## src/rtl/fir_filter_direct_form.sv

```systemverilog
// Direct-form FIR filter with a registered, saturated output.
// The tap-0 term uses the live input sample, so y[n] appears one clock after x[n].
module fir_filter_direct_form #(
    parameter int                          NUM_TAPS   = 8,
    parameter int                          DATA_W     = 32,
    parameter int                          COEFF_W    = 16,
    parameter int                          COEFF_FRAC = 0,
    parameter logic [NUM_TAPS*COEFF_W-1:0] COEFFS     = (NUM_TAPS*COEFF_W)'(1)
) (
    input  logic                     clk,
    input  logic                     reset,
    input  logic signed [DATA_W-1:0] incoming_signal_x,
    output logic signed [DATA_W-1:0] output_signal_y
);

    localparam int PROD_W = DATA_W + COEFF_W;
    localparam int ACC_W  = PROD_W + $clog2(NUM_TAPS);
    localparam int DLY    = (NUM_TAPS > 1) ? NUM_TAPS - 1 : 1;

    localparam logic signed [ACC_W-1:0] SAT_MAX = {{(ACC_W-DATA_W+1){1'b0}}, {(DATA_W-1){1'b1}}};
    localparam logic signed [ACC_W-1:0] SAT_MIN = ~SAT_MAX;

    logic signed [DATA_W-1:0] delay_q [DLY];
    logic signed [DATA_W-1:0] taps    [NUM_TAPS];
    logic signed [PROD_W-1:0] prod    [NUM_TAPS];
    logic signed [ACC_W-1:0]  acc;
    logic signed [ACC_W-1:0]  shifted;
    logic signed [DATA_W-1:0] y_d;
    logic signed [DATA_W-1:0] y_q;

    // delay_q[k-1] holds x[n-k]
    always_comb begin
        taps[0] = incoming_signal_x;
        for (int k = 1; k < NUM_TAPS; k++) begin
            taps[k] = delay_q[k-1];
        end
    end

    always_comb begin
        acc = '0;
        for (int k = 0; k < NUM_TAPS; k++) begin
            prod[k] = PROD_W'(taps[k]) * PROD_W'($signed(COEFFS[k*COEFF_W +: COEFF_W]));
            acc     = acc + ACC_W'(prod[k]);
        end
    end

    // Arithmetic shift floors toward negative infinity before clamping to the output range
    always_comb begin
        shifted = acc >>> COEFF_FRAC;
        if (shifted > SAT_MAX) begin
            y_d = SAT_MAX[DATA_W-1:0];
        end else if (shifted < SAT_MIN) begin
            y_d = SAT_MIN[DATA_W-1:0];
        end else begin
            y_d = shifted[DATA_W-1:0];
        end
    end

    always_ff @(posedge clk or posedge reset) begin
        if (reset) begin
            y_q <= '0;
            for (int k = 0; k < DLY; k++) begin
                delay_q[k] <= '0;
            end
        end else begin
            y_q        <= y_d;
            delay_q[0] <= incoming_signal_x;
            for (int k = 1; k < DLY; k++) begin
                delay_q[k] <= delay_q[k-1];
            end
        end
    end

    assign output_signal_y = y_q;

endmodule

```

## config.mk

```make
export PLATFORM = sky130hd
export DESIGN_NAME = fir_filter_direct_form
export DESIGN_NICKNAME = d
export VERILOG_FILES = /design/src/rtl/fir_filter_direct_form.sv
export SDC_FILE = /design/constraint.sdc
export NUM_CORES = 1
export LEC_CHECK = 0
export CAP_MARGIN = 20
export CORE_MARGIN = 8
export CORE_UTILIZATION = 33
export DETAILED_ROUTE_END_ITERATION = 8
export HOLD_SLACK_MARGIN = 0.08
export PLACE_DENSITY_LB_ADDON = 0.25
export SYNTH_ARGS = -nofsm -noshare
export SYNTH_HDL_FRONTEND = slang
export SYNTH_SLANG_ARGS = --single-unit
```

## constraint.sdc

```tcl
create_clock -name clk -period 0.9 [get_ports clk]
set_input_delay 0.09 -clock clk [delete_from_list [all_inputs] [get_ports clk]]
set_output_delay 0.09 -clock clk [all_outputs]
set_load 0.05 [all_outputs]
```

==> impl_results.md <==
* CP Buf/Inv Count at 1
* Reg area at 801 sq um
* Worst Tran Pin Value at between 0.15 and 0.2 ns
* Cells after DPL at 131
* Max FFs per register at 32
* Overall Global Routing Usage at roughly a tenth
* Unrepaired setup endpoints after global routing: true
* Post-synthesis register bit count at 32
* Crit path kind: reg -> out
* Final Hold Vio Count at 0
* Initial antenna violation count at 0
* Share of cells above drive strength 1 at 37.0%
* Area contributors post-synth: dfrtp_1 (87%), clkbuf_1 (13%), inv_1 (0.41%)
* Die ar. at 4750 sq um
* DR vias/cell at 4.00
* Avg Synthesized Cell Area at 14.2 sq um
* Failing checks: negative setup slack
* Slew Limit Fails at 0
* Min Clock Period, post-route at 0.973 ns
* Logic depth of the worst path, buffers included at 1
* Synth top area share at between 80% and 90%
* WL final at 2.30 mm
* Post-synth EDFFs at 0
* Vias at ~560
* Hold/Removal Path Class: in -> reg
* Critical-path cell list: buf_12
* Required time worst endpoint at 0.81 ns
* Cell count after synthesis at 65
* Fill cell count at 182
* Crit. End Element: primary output
* Final Worst Setup Slack at -0.0732 ns
* Peak VDD IR at between 1.5 and 2 mV
* Post-synthesis sequential area ratio at between 80% and 90%
* HPWL after DPL at 1.98 mm
* Comb_multi_in at 0
* CTS HTree Levels at 2
* WHS at between 0.2 and 0.25 ns
* Slowest cell delay on critical path at 0.41 ns
* Async set or reset register ratio after synthesis at 100%
* Leak Pwr at 0.000854 uW
* Critical path arrival at 0.88 ns
* Synth cell types at 3
* TNS Setup at -1.98 ns
* Crit path max fanout at 1
* Fmax at 1.03 GHz
* Setup-failing EPs final at 32
* GRT overflow at 0
* Crit-path slowest cell: dfrtp_1
* # IOs at 66
* Max clock buf depth at 2
* Post-cts resize count at 0
* Hold path depth at 1
* End of the worst hold path: output_signal_y[11]
* Non-filler instance count after layout at 139
* Post-DRT Antenna Nets at 0
* Post-Synthesis Cell Area at between 900 and 1000 sq um
* Ys flop type: dfrtp_1
* Largest delay contributor family on the critical path: flip-flops
* Initial Util at 34.1%
* Outcome: finished with violations
* Post-layout util at 70.0%
* Cts bufs inserted at 5
* Core Area at around 2700 sq um
* Multi-input gate area at 0 sq um
* Die Ht at between 60 and 70 um
* Hold path start: incoming_signal_x[11]
* Area grow syn2layout at 105%
* P per Cell Area at between 1500 and 2000 nW/um^2
* Horiz. Die Dim at 68.9 um
* Pre-antenna DRT Iters at 4
* TritonCTS clock tree: yes
* Startpoint types: flip-flop
* GPL Wtd Cong at 0.651
* Inserted Diodes at 0
* First-pass GRT wire length at 3.24 mm
* Fin nets at about 140
* Yosys warns at 0
* Buffers added on ports at between 60 and 70
* Crit share post-route at 108%
* WL/cell at between 15 and 20 um
* Yosys top cell by area: dfrtp_1
* # rows at 19
* CTS clock-pin slew for the worst setup and hold paths at 0.08 ns
* Number of global-route vias before repair at ~640
* Synth cell count leaders: clkbuf_1 (32), dfrtp_1 (32), inv_1 (1)
* Syn nets at 99
* MaxCap Viol Count at 0
* Slew headroom at 88.7%
* DRC at 0
* Pin count of the biggest net entering global routing at 19
* Root buffer cell: clkbuf_4
* CTS Sinks at 32
* Initial DRC Count at 31
per-layer routing:
| layer | GRT usage (%) | routed length (um) | part of all wire, % | up-vias |
|---|---|---|---|---|
| met5 | 0 | 0 | 0 | - |
| met4 | 6.02 | 51 | 2.2 | 0 |
| met3 | 6.30 | 275 | 12 | 5 |
| met2 | 16.7 | 1240 | 54 | 39 |
| met1 | 9.42 | 730 | 32 | 264 |
| li1 | - | - | - | 248 |
stage by stage:
stage	total power (uW)	setup WS [ns]	instance area, sq um
3_5_place_dp	2370	0.237	1840
5_1_grt	3170	-0.130	1900
4_1_cts	3090	-0.106	1890
3_3_place_gp	2360	0.252	1840
6_report	3030	-0.0732	1900
2_1_floorplan	1890	0.119	925
power breakdown:
part | switching [uW] | leakage [uW] | internal (uW)
logic | 348 | 0.000454 | 416
registers | 61.2 | 0.000373 | 1510
clock network | 408 | 0.0000281 | 287
total | 817 | 0.000854 | 2210
cells in the final DEF, fill, tap and decap left out, drive strengths merged:
cell type	Yosys	routed
buf	0	34
clkdlybuf4s50	0	33
dfrtp	32	32
clkbuf	32	6
inv	1	1
clkinv	0	1
dlygate4sd3	0	1
cells by family (layout without fill, tap and decap cells):
| logic type | after synthesis | after routing | synth area share [%] |
|---|---|---|---|
| buffers and inverters | 33 | 76 | 13.4 |
| flip-flops | 32 | 32 | 86.6 |
area by class of cell:
type	instances	share of cell area, %
Inverter	1	0.198
Tap cell	31	2.04
Clock buffer	6	2.18
Clock inverter	1	0.264
Sequential cell	32	42.2
Timing Repair Buffer	68	53.1
worst max-delay path by stage:
stage / from / end / slack [ns]
6_report: output_signal_y[5] / output_signal_y[5] / -0.07
5_1_grt: output_signal_y[5] / output_signal_y[5] / -0.13
4_1_cts: output_signal_y[5] / output_signal_y[5] / -0.11
3_5_place_dp: reset / output_signal_y[18] / 0.24
3_3_place_gp: reset / output_signal_y[30] / 0.25
2_1_floorplan: reset / output_signal_y[0] / 0.12
timing repair:
item	CTS	global route
hold endpoints to repair	0	14
buffers inserted	0	0
endpoints found under the setup margin	32	32
pin swaps	0	0
hold buffers	0	1
No activity file was read; power rests on OpenSTA's default activity.
